### config.mk
export PLATFORM = sky130hd
export DESIGN_NAME = sseg_scan_controller
export DESIGN_NICKNAME = d
export VERILOG_FILES = /design/src/rtl/sseg_scan_controller.sv
export SDC_FILE = /design/constraint.sdc
export NUM_CORES = 1
export LEC_CHECK = 0
export BUFFER_PORTS_ARGS = -buffer_cell sky130_fd_sc_hd__buf_2
export CAP_MARGIN = 10
export CORE_ASPECT_RATIO = 1.25
export CORE_MARGIN = 4
export CORE_UTILIZATION = 50
export DETAILED_ROUTE_END_ITERATION = 6
export PLACE_DENSITY_LB_ADDON = 0.15
export REMOVE_ABC_BUFFERS = 1
export SLEW_MARGIN = 5
export SYNTH_ARGS = -nofsm -noshare
export SYNTH_HDL_FRONTEND = slang
export SYNTH_SLANG_ARGS = --single-unit
### constraint.sdc
create_clock -name clk -period 3.1 [get_ports clk]
set_input_delay 0.775 -clock clk [delete_from_list [all_inputs] [get_ports clk]]
set_output_delay 0.775 -clock clk [all_outputs]
set_load 0.005 [all_outputs]
### src/rtl/sseg_scan_controller.sv
// Seven-segment scan controller for common-anode digits that share one decoder.
// It time-multiplexes the digits with a dead-time gap at the start of each slot.
// Display contents are double-buffered and swapped only at a frame boundary,
// or immediately when scanning is disabled.
module sseg_scan_controller #(
    parameter int NUM_DIGITS      = 4,
    parameter int TICKS_PER_DIGIT = 50000,
    parameter int DEAD_TICKS      = 2
) (
    input  logic                    clk,
    input  logic                    reset,
    input  logic                    en,
    input  logic                    wr_valid,
    output logic                    wr_ready,
    input  logic [4*NUM_DIGITS-1:0] wr_data,
    input  logic [NUM_DIGITS-1:0]   wr_blank,
    input  logic                    wr_lzb,
    output logic [3:0]              nibble,
    output logic                    blank,
    output logic [NUM_DIGITS-1:0]   digit_en_n,
    output logic                    frame_done,
    output logic                    upd_done
);

    localparam int CW = $clog2(TICKS_PER_DIGIT);
    localparam int DW = $clog2(NUM_DIGITS);
    localparam logic [CW-1:0] DEAD_LAST = CW'(DEAD_TICKS - 1);
    localparam logic [CW-1:0] SLOT_LAST = CW'(TICKS_PER_DIGIT - 1);
    localparam logic [DW-1:0] D_LAST    = DW'(NUM_DIGITS - 1);

    typedef enum logic {S_DEAD, S_ON} state_t;

    state_t                         state;
    logic [DW-1:0]                  d;
    logic [CW-1:0]                  cnt;

    logic [NUM_DIGITS-1:0][3:0]     act_data, shd_data;
    logic [NUM_DIGITS-1:0]          act_blank, shd_blank;
    logic                           act_lzb, shd_lzb;
    logic                           pending;

    logic [NUM_DIGITS-1:0]          lz;
    logic                           zero_above;
    logic                           apply;

    // The shadow set is copied over at the end of a frame, or immediately when scanning is stopped.
    assign apply    = pending & (frame_done | ~en);
    assign wr_ready = ~pending;

    // Scan FSM: DEAD gap, then ON, per digit slot. It is held in DEAD at digit 0 while disabled.
    always_ff @(posedge clk) begin
        if (reset || !en) begin
            state <= S_DEAD;
            d     <= '0;
            cnt   <= '0;
        end else begin
            case (state)
                S_DEAD: begin
                    cnt <= cnt + 1'b1;
                    if (cnt == DEAD_LAST) state <= S_ON;
                end
                S_ON: begin
                    if (cnt == SLOT_LAST) begin
                        cnt   <= '0;
                        state <= S_DEAD;
                        d     <= (d == D_LAST) ? '0 : d + 1'b1;
                    end else begin
                        cnt <= cnt + 1'b1;
                    end
                end
                default: state <= S_DEAD;
            endcase
        end
    end

    // Double buffer: accept into the shadow set, then apply to the active set and pulse upd_done.
    always_ff @(posedge clk) begin
        if (reset) begin
            act_data  <= '0;
            act_blank <= '0;
            act_lzb   <= 1'b0;
            shd_data  <= '0;
            shd_blank <= '0;
            shd_lzb   <= 1'b0;
            pending   <= 1'b0;
            upd_done  <= 1'b0;
        end else begin
            upd_done <= 1'b0;
            if (apply) begin
                act_data  <= shd_data;
                act_blank <= shd_blank;
                act_lzb   <= shd_lzb;
                pending   <= 1'b0;
                upd_done  <= 1'b1;
            end else if (wr_valid && !pending) begin
                shd_data  <= wr_data;
                shd_blank <= wr_blank;
                shd_lzb   <= wr_lzb;
                pending   <= 1'b1;
            end
        end
    end

    // Leading-zero mask: digit i is blanked when it and every higher digit are zero. Digit 0 is never blanked.
    always_comb begin
        lz         = '0;
        zero_above = 1'b1;
        for (int i = NUM_DIGITS - 1; i >= 1; i--) begin
            zero_above = zero_above & (act_data[i] == 4'h0);
            lz[i]      = act_lzb & zero_above;
        end
    end

    // Output decode from the registered scan state and the active set only.
    always_comb begin
        digit_en_n = '1;
        nibble     = 4'h0;
        blank      = 1'b1;
        if (state == S_ON) begin
            digit_en_n[d] = 1'b0;
            nibble        = act_data[d];
            blank         = act_blank[d] | lz[d];
        end
    end

    assign frame_done = (state == S_ON) && (cnt == SLOT_LAST) && (d == D_LAST);

endmodule

; Word level (Yosys, flattened, before mapping)
; Cells that the tools add are included.
[word_totals]
elab_cells = 68
output_inout_bits = 12
ff_bits = 63
[classes]
n_addsub = 2
bitwise = 13
n_mux = 18
n_eq_ne = 3
reduce_logical = 13
n_lt_le_gt_ge = 2
[ops]
columns = cell, n
row1 = $pmux W16 S2, 1
row2 = $add A16 B1 Y16 const B, 1
row3 = $eq A16 B1 Y1 const B, 1
row4 = $eq A16 B16 Y1 const B, 1
row5 = $mux W16, 1
row6 = $logic_not A4 Y1, 3
row7 = $mux W4, 3
row8 = $bmux W4 S2, 1
row9 = $mux W1, 7
row10 = $and A1 B1 Y1, 6
row11 = $bmux W1 S2, 2
row12 = $logic_and A1 B1 Y1, 4
row13 = $not A1 Y1, 4
row14 = $not A4 Y4, 1
row15 = $reduce_and A2 Y1, 2
row16 = $lt A2 B3 Y1 const B, 1
row17 = $add A2 B1 Y2 const B, 1
row18 = $demux W1 S2, 1
row19 = $eq A2 B2 Y1 const B, 1
row20 = $ge A2 B1 Y1 const B, 1
row21 = $logic_not A1 Y1, 2
row22 = $mux W2, 1
row23 = $or A1 B1 Y1, 2
row24 = $pmux W1 S2, 1
row25 = other kinds (2), 2

; Longest topological paths before layout
; Gate-level depths: netlist (run 1).
[depth]
depth_word = 8
mapped_depth = 7
depth_no_buf = 5

; Least setup slack after synthesis (run 1)
; OpenSTA, ideal clock, no wires.
[synth_path]
kind = reg2out
from = register d[0]
to = output port blank
arrival_time_ns = 1.565
stages_incl_launch_ff = 5
setup_slack_ns = 0.760
n_path_buf = 1
cell_sequence = dfxtp_1 -> clkbuf_1 -> mux4_2 -> nand2b_1 -> a31o_2
[synth_between]
elab_chain_len = 4
[synth_rtl]
columns = element, line_no
row1 = "start, declared", 34  ; logic [DW-1:0] d;
row2 = "start signal, assigned", 66  ; d <= (d == D_LAST) ? '0 : d + 1'b1;
row3 = $bmux W1 S2, 122  ; blank = act_blank[d] | lz[d];
row4 = $mux W1 (implied by the code), 122
row5 = $or A1 B1 Y1 *, 122
row6 = $mux W1 *, 119  ; if (state == S_ON) begin
row7 = "end, declared", 19  ; output logic blank,
; Mark *: on every way between the ends. The rest lies on a longest branch, timed or not. The select of a mux whose other input is x is not followed.

; Worst setup path after layout (run 1)
[layout_path]
from = register cnt[4]
to = output port frame_done
[layout_between]
elab_chain_len = 3
[layout_rtl]
columns = element, line_no
row1 = "start, declared", 35  ; logic [CW-1:0] cnt;
row2 = "start signal, assigned", 59  ; cnt <= cnt + 1'b1;
row3 = "start signal, assigned", 68  ; cnt <= cnt + 1'b1;
row4 = $eq A16 B16 Y1, 126  ; assign frame_done = (state == S_ON) && (cnt == SLOT_LAST) && (d == D_LAST);
row5 = $logic_and A1 B1 Y1 (2 in a row), 126
row6 = "end, declared", 21  ; output logic frame_done,
; Every way passes these cells.

==> run metrics, run 1 <==
hold violation total from the final report 0; row count 30; Ports 37; port buffer count 36; Netlist cell types 36; Core Region 5520 sq um; required time worst endpoint 2.32 ns; Syn Area/Cell 8.94 sq um; largest net degree at the start of global routing 66; Tmin final 2.81 ns; flop2flop setup slack 0.84 ns; Post-synth top flop dfxtp_1; Max-slew headroom 0.447; Syn-to-layout area delta 12.3%; Synth async-reset ratio 0; CTS max path bufs 2; Total GRT Usage 0.177; clock skew 0.00948 ns; # DRC 0; Die Y 93.1 um; antenna-violating nets left 0; worst reg-to-reg path cell count 5; Wirelength per Cell 13.7 um; Setup TNS 0 ns; Max Slew Vio Count 0; CP endpoint kind output pin; R2R Path Start cnt[4]$_SDFF_PP0_; Placer Congestion 0.865; CP Launch Type register; htree depth 3; DR pass1 iterations 4; Hold EP shd_lzb$_SDFFE_PP0P_; CP arrival 2.04 ns; worst hold path depth 2; placed wire-length estimate 4020 um; synth cell count leaders dfxtp_1 (63), nand2_1 (53), nand2b_1 (44); WL final 5790 um; CP Max Fanout 5; worst-skew pair later-pin latency 0.35 ns; clock sinks 63; Die ar. 7080 sq um; via count 2,250; period utilisation layout 0.907; starting density of the core 0.525; Hold Slack 0.456 ns; first-pass GRT wire length 10,100 um; # Post-CTS Setup Buffers 0; dominant cell type by area after synthesis dfxtp_1; die width 76.1 um; CTS tree done; diodes inserted 0; EDFF count, synth 0; root buf cell clkbuf_8; leakage power 1.30 nW; vias per inst 5.32; flops & latches, synth 63; GRT overflow 0; Post-CTS Hold Buffers 0; Initial DRC Count 133; Syn Std Cell Area 2900 sq um; cts bufs inserted 9; vias in the first global route 2,252; Yosys Warn Count 0; CP Class register to output pin; Post-Syn Instances 324; Peak VDD IR 0.000316 V; PwrDens 508 nW/um^2; # setup viols final 0; status complete, no violations; top cells by area, synth dfxtp_1 (44%), nand2b_1 (9.5%), mux2i_1 (7.3%); PostCTS Resize Cnt 0; layout cells sized above 1 0.170; end of the worst register-to-register path act_data[3]$_SDFFE_PP0P_; fmax 0.356 GHz; RSZ-0062 raised after global routing false; Slew @ Worst Pin 0.828 ns; Hold WC Path Type register to register; maxcap violations 0; top-area cell type share of the netlist area 0.435; HP Start shd_lzb$_SDFFE_PP0P_; initial antenna violation count 0; top-count cell post-synth dfxtp_1; Clock transition at path regs 0.06 ns; post-synthesis sequential area ratio 0.435; nets@finish 385
## cells by family (layout without fill, tap and decap cells)
kind of cell / count (synthesis) / in the layout / synth area share
AO/OA/AOI/OAI: 38 / 38 / 0.0721
multiplexers: 26 / 26 / 0.111
flip-flops: 63 / 63 / 0.435
AND/OR/NAND/NOR: 154 / 154 / 0.274
adder cells (fa/ha/maj): 6 / 6 / 0.0259
buffers and inverters: 26 / 61 / 0.0479
XOR/XNOR: 11 / 11 / 0.0333
## area by class of cell
cell class                 count  area (sq um)
clock buffer                  12           145
clock inverter                 4          45.0
fill                         526          2260
inverter                       6          22.5
multi-input combinational    235          1500
sequential                    63          1260
tap                           64          80.1
timing repair buffer          39           203
## layer usage
layer | vias up | track usage | routed length [um]
li1 | 1153 | - | -
met1 | 1056 | 0.187 | 2380
met2 | 31 | 0.315 | 3050
met3 | 10 | 0.0549 | 267
met4 | 0 | 0.0860 | 88
met5 | - | 0 | 0
## flip-flops by register name (all words and copies together), names as in the netlist
name,cells
act_blank,4
act_data,16
act_lzb,1
cnt,16
d,2
pending,1
shd_blank,4
shd_data,16
shd_lzb,1
state,1
upd_done,1
## per-stage QoR
stage               instance area (sq um)  setup slack (ns)  utilization  cells  power, mW
floorplan                            2780             0.737            -    304      0.931
global placement                     3060             0.671        0.555    407      0.978
detailed placement                   3060             0.638        0.555    407      0.981
CTS                                  3250             0.270        0.590    423       1.68
global route                         3250            0.0749        0.590    423       1.72
finish                               3250             0.287        0.590    423       1.65
## worst max-delay path, cell delays in order, from the launching register on
cell and delay, ns:
dfxtp_1 0.35, or4_1 0.55, nor4_1 0.41, and3_1 0.27, buf_2 0.12
## how the worst max path moves through the flow
stage                 startpoint                        end  slack (ns)  cells after the start
4_1_cts        cnt[4]$_SDFF_PP0_                 frame_done        0.27                      4
2_1_floorplan  cnt[4]$_SDFF_PP0_  act_blank[0]$_SDFFE_PP0P_        0.74                      4
3_3_place_gp   cnt[4]$_SDFF_PP0_                 frame_done        0.67                      4
6_report       cnt[4]$_SDFF_PP0_                 frame_done        0.29                      4
3_5_place_dp   cnt[4]$_SDFF_PP0_                 frame_done        0.64                      4
5_1_grt        cnt[4]$_SDFF_PP0_                 frame_done        0.07                      4
## power by group
group	total (mW)	internal [mW]	switching, mW
clock network	0.691	0.389	0.302
logic	0.111	0.0511	0.0602
registers	0.849	0.834	0.0152
## cell usage in the layout (no fill, tap or decap), types with 2 or more instances in the layout
cell type and count:
a21oi_1 27, and2_1 4, and3_1 3, buf_2 36, buf_4 3, clkbuf_1 2, clkbuf_8 10, clkinv_2 3
dfxtp_1 63, ha_1 6, inv_1 6, mux2i_1 21, mux4_2 5, nand2_1 53, nand2b_1 44, nand3_1 9
nand4_1 3, nor2_1 16, nor3_1 3, nor4_1 7, o21ai_0 4, o31ai_1 2, or3_1 2, or4_1 4
xnor2_1 7, xor2_1 4
Power figures use the tool's default switching activity.
==> run 2, diff against run 1 <==
--- a/config.mk
+++ b/config.mk
@@ -7,9 +7,11 @@
 export LEC_CHECK = 0
 export BUFFER_PORTS_ARGS = -buffer_cell sky130_fd_sc_hd__buf_2
 export CAP_MARGIN = 10
+export CELL_PAD_IN_SITES_DETAIL_PLACEMENT = 0
+export CELL_PAD_IN_SITES_GLOBAL_PLACEMENT = 2
 export CORE_ASPECT_RATIO = 1.25
 export CORE_MARGIN = 4
-export CORE_UTILIZATION = 50
+export CORE_UTILIZATION = 35
 export DETAILED_ROUTE_END_ITERATION = 6
 export PLACE_DENSITY_LB_ADDON = 0.15
 export REMOVE_ABC_BUFFERS = 1
==> run metrics, run 2 (synthesis gave the netlist of run 1 again) <==
met1 Resource Use GR 0.170 (-0.0177); leakage power 1.33 nW (+2.1%); Slew @ Worst Pin 0.745 ns (-0.0827 ns); Die Y 110 um (+18%); Total GRT Usage 0.138 (-0.0389); antenna-violating nets left 0 (unchanged); CP Max Fanout 10 (+5); layout cells sized above 1 0.175 (+0.00508); Setup TNS 0 ns (unchanged); CP Launch Type register; crit-path max cell delay 0.61 ns (+0.06 ns); CP delay by family, top flip-flops; Placer Congestion 0.822 (-5.0%); first-pass GRT wire length 10,300 um (+2.3%); most frequent cells in the layout dfxtp_1 (63), nand2_1 (53), nand2b_1 (44); met3 Use GR 0.0315 (-0.0234); Ports 37 (unchanged); required time worst endpoint 2.32 ns (about the same); DR pass1 iterations 4 (unchanged); diodes inserted 0 (unchanged); root buf cell clkbuf_8; CP arrival 1.99 ns (-0.05 ns); initial antenna violation count 0 (unchanged); # DRC 0 (unchanged); Tmin final 2.77 ns (-0.0441 ns); GRT busiest layer met2; nets@finish 386 (+0.26%); period utilisation layout 0.893 (-0.0142); htree depth 3 (unchanged); largest net degree at the start of global routing 66 (unchanged); crit path buf inv count 1 (unchanged); status complete, no violations; Max-slew headroom 0.502 (+0.0552); worst-skew pair later-pin latency 0.33 ns (-0.02 ns); fmax 0.361 GHz (+1.6%); global routing usage on met2 0.221 (-0.0937); clock sinks 63 (unchanged); Hold Slack 0.455 ns (-0.000949 ns); # setup viols final 0 (unchanged); cts bufs inserted 9 (unchanged); filler instances 860 (+63%); Post-CTS Hold Buffers 0 (unchanged); CTS max path bufs 2 (unchanged); Wirelength per Cell 13.3 um (-3.1%); WL final 6030 um (+4.2%); hold violation total from the final report 0 (unchanged); maxcap violations 0 (unchanged); Core Region 7930 sq um (+44%); Syn-to-layout area delta 15.7%; Peak VDD IR 0.000233 V (-26%); row count 36 (+20%); Initial DRC Count 61 (-54%); PwrDens 538 nW/um^2 (+6.1%); Max Slew Vio Count 0 (unchanged); PostCTS Resize Cnt 0 (unchanged); port buffer count 36 (unchanged); RSZ-0062 raised after global routing false; Clock transition at path regs 0.07 ns (about the same); # Post-CTS Setup Buffers 0 (unchanged); vias in the first global route 2,154 (-4.4%); slowest CP cell dfxtp_1; Design Power 1.81 mW (+9.3%); Die ar. 9800 sq um (+38%); CP endpoint kind output pin; commonest non-fill, non-tap cell in the layout dfxtp_1; Hold WC Path Type register to register; GRT overflow 0 (unchanged); Regs by FF count act_data: 16 flops, cnt: 16 flops, shd_data: 16 flops; CP Class register to output pin; worst path cell trace mux4_2 -> nand2b_1 -> a31o_2 -> buf_2; vias per inst 4.92 (-7.5%); starting density of the core 0.365 (-0.160); via count 2,238 (-0.53%); CTS tree done; die width 89.4 um (+17%); placed wire-length estimate 4310 um (+7.0%); clock skew 0.00941 ns (-0.0000659 ns)
-- run 2: per-stage QoR --
step                      std cells  instance area, sq um  utilization  setup WS (ns)
after floorplan                 304                  2780            -          0.737
after global placement          439                  3110        0.392          0.676
after detailed placement        439                  3110        0.392          0.642
after CTS                       455                  3350        0.423          0.278
after global routing            455                  3350        0.423          0.179
final                           455                  3350        0.423          0.332
-- run 2: final cells by class --
| class | count | area (sq um) | share of cell area |
|---|---|---|---|
| clock buffer | 14 | 183 | 0.0545 |
| clock inverter | 2 | 60.1 | 0.0179 |
| inverter | 6 | 22.5 | 0.00672 |
| multi-input combinational | 235 | 1500 | 0.446 |
| sequential | 63 | 1260 | 0.376 |
| tap | 95 | 119 | 0.0355 |
| timing repair buffer | 40 | 210 | 0.0627 |
-- run 2: path summary, 6_finish.rpt --
kind,cells past startpoint,slack (ns),endpoint,start
worst max-delay path,4,0.33,blank,d[0]$_SDFFE_PP0P_
worst min-delay path,2,0.46,shd_data[5]$_SDFFE_PP0P_,shd_data[5]$_SDFFE_PP0P_
worst max register to register,5,0.65,act_data[2]$_SDFFE_PP0P_,cnt[4]$_SDFF_PP0_
worst min register to register,2,0.46,shd_data[5]$_SDFFE_PP0P_,shd_data[5]$_SDFFE_PP0P_
-- run 2: worst reg2reg max path: cells and delay by family (launching register included) --
kind	cells	cell delay [ns]
simple gates	2	1.01
compound gates	1	0.53
flops	1	0.35
buf+inv	1	0.30
mux	1	0.15
-- run 2: metal layers --
metal	vias up	routed length, um
met1	1027	2630
met4	0	138
met5	-	0
li1	1163	-
met3	14	213
met2	34	3050
-- run 2: power breakdown --
group	total [mW]	switching, mW	internal, mW
Clock	0.847	0.305	0.542
Sequential	0.848	0.0145	0.834
Combinational	0.110	0.0585	0.0511
Total	1.81	0.378	1.43
==> run 3, diff against run 2 <==
--- a/config.mk
+++ b/config.mk
@@ -11,9 +11,9 @@
 export CELL_PAD_IN_SITES_GLOBAL_PLACEMENT = 2
 export CORE_ASPECT_RATIO = 1.25
 export CORE_MARGIN = 4
-export CORE_UTILIZATION = 35
+export CORE_UTILIZATION = 32
 export DETAILED_ROUTE_END_ITERATION = 6
-export PLACE_DENSITY_LB_ADDON = 0.15
+export PLACE_DENSITY = 0.8
 export REMOVE_ABC_BUFFERS = 1
 export SLEW_MARGIN = 5
 export SYNTH_ARGS = -nofsm -noshare
==> constraint.sdc (replaced) <==
create_clock -name clk -period 2.5 [get_ports clk]
set_input_delay 0.625 -clock clk [delete_from_list [all_inputs] [get_ports clk]]
set_output_delay 0.625 -clock clk [all_outputs]
set_load 0.005 [all_outputs]
==> run metrics, run 3 (synthesis gave the netlist of run 1 again) <==
root buf cell clkbuf_8; hold violation total from the final report 0 (unchanged); Clock transition at path regs 0.07 ns (about the same); layout cells sized above 1 0.200 (+0.0250); leakage power 1.34 nW (+0.97%); HP Start shd_data[5]$_SDFFE_PP0P_; worst hold path depth 2 (unchanged); Regs by FF count act_data: 16 flops, cnt: 16 flops, shd_data: 16 flops; maxcap violations 0 (unchanged); CP arrival 1.78 ns (-0.21 ns); initial antenna violation count 0 (unchanged); post-route insts no fill 485 (+6.6%); Max Slew Vio Count 0 (unchanged); cts bufs inserted 9 (unchanged); die width 93.1 um (+4.2%); Ports 37 (unchanged); R2R Path Start cnt[4]$_SDFF_PP0_; nets@finish 391 (+1.3%); via count 2,237 (-0.045%); CP Max Fanout 5 (-5); htree depth 3 (unchanged); Slew @ Worst Pin 0.875 ns (+0.130 ns); vias per inst 4.61 (-6.2%); worst-skew pair later-pin latency 0.34 ns (about the same); Peak VDD IR 0.000354 V (+52%); row count 38 (+5.6%); Die ar. 10,600 sq um (+8.6%); CP Launch Type register; Initial DRC Count 49 (-20%); clock sinks 63 (unchanged); CTS max path bufs 2 (unchanged); Final WS setup 0.0998 ns (-0.232 ns); Die Y 114 um (+4.2%); clock skew 0.00721 ns (-0.00220 ns); status complete, no violations; WL final 6270 um (+4.0%); DR pass1 iterations 4 (unchanged); CTS tree done; Max-slew headroom 0.415 (-0.0867); most frequent cells in the layout dfxtp_1 (63), nand2_1 (53), nand2b_1 (44); largest net degree at the start of global routing 55 (-17%); CP Class register to output pin; commonest non-fill, non-tap cell in the layout dfxtp_1; pre-CTS WS 0.285 ns (-0.357 ns); fmax 0.417 GHz; PwrDens 620 nW/um^2 (+15%); placed wire-length estimate 4420 um (+2.8%); worst reg-to-reg path cell count 5 (unchanged); Design Power 2.12 mW (+17%); Syn-to-layout area delta 18.0%; period utilisation layout 0.960; dpl cells 469 (+6.8%); port buffer count 36 (unchanged); Wirelength per Cell 12.9 um (-2.5%); vias in the first global route 2,211 (+2.6%); CP endpoint kind output pin; diodes inserted 0 (unchanged); antenna-violating nets left 0 (unchanged); filler instances 951 (+11%); Core Region 8750 sq um (+10%); Hold EP shd_data[5]$_SDFFE_PP0P_; first-pass GRT wire length 10,500 um (+2.4%); Placer Congestion 0.778 (-5.3%); starting density of the core 0.331 (-0.0343); Tmin final 2.40 ns; required time worst endpoint 1.88 ns (-0.44 ns); # setup viols final 0 (unchanged); Hold WC Path Type register to register; Total GRT Usage 0.126 (-0.0113); flop2flop setup slack 0.25 ns (-0.40 ns); end of the worst register-to-register path act_data[1]$_SDFFE_PP0P_; # DRC 0 (unchanged); GRT overflow 0 (unchanged)
## run 3: how the worst max path moves through the flow
stage	from	slack (ns)	cells after the start	endpoint
6_report	cnt[4]$_SDFF_PP0_	0.1	4	frame_done
5_1_grt	cnt[4]$_SDFF_PP0_	-0.0002	4	frame_done
4_1_cts	cnt[4]$_SDFF_PP0_	0.02	4	frame_done
3_5_place_dp	cnt[4]$_SDFF_PP0_	0.29	5	act_data[6]$_SDFFE_PP0P_
3_3_place_gp	cnt[4]$_SDFF_PP0_	0.30	5	act_data[1]$_SDFFE_PP0P_
2_1_floorplan	cnt[4]$_SDFF_PP0_	0.14	4	act_blank[0]$_SDFFE_PP0P_
## run 3: layout make-up
class / instances / area, sq um / share of cell area
Sequential cell: 63 / 1260 / 0.369
Clock buffer: 13 / 169 / 0.0494
Clock inverter: 3 / 40.0 / 0.0117
Inverter: 6 / 22.5 / 0.00659
Multi-Input combinational cell: 235 / 1530 / 0.447
Tap cell: 120 / 150 / 0.0439
Timing Repair Buffer: 45 / 248 / 0.0725
## run 3: report_power, final
part / switching, mW / internal [mW] / total, mW
Combinational: 0.0781 / 0.0659 / 0.144
Sequential: 0.0169 / 1.03 / 1.05
Clock: 0.384 / 0.539 / 0.923
## run 3: metrics by stage
stage | hold WS [ns] | setup TNS, ns | utilization | instance area [sq um]
global placement | 0.444 | 0 | 0.363 | 3180
global route | 0.480 | -0.000191 | 0.391 | 3420
floorplan | 0.431 | 0 | - | 2780
detailed placement | 0.448 | 0 | 0.363 | 3180
finish | 0.455 | 0 | 0.391 | 3420
CTS | 0.457 | 0 | 0.388 | 3400
## run 3: layer usage
layer  vias up  part of all wire  track usage
met5         -                 0            0
met4         0             0.017       0.0674
met3         9             0.030       0.0329
met2        39              0.49        0.207
met1      1025              0.46        0.152
li1       1164                 -            -
## run 3: what timing repair did
action / 4_1_cts / 5_1_grt
resized for setup: 2 / 4
endpoints found under the setup margin: 1 / 1
pin swaps: 0 / 2
hold buffers: 0 / 0
endpoints found under the hold margin: 0 / 0
setup buffers: 0 / 0
## run 3: worst max-delay path: stages (launching register included)
cell and delay [ns]:
dfxtp_1 0.36, or4_4 0.57, nor4_4 0.17, and3_4 0.23, buf_2 0.11
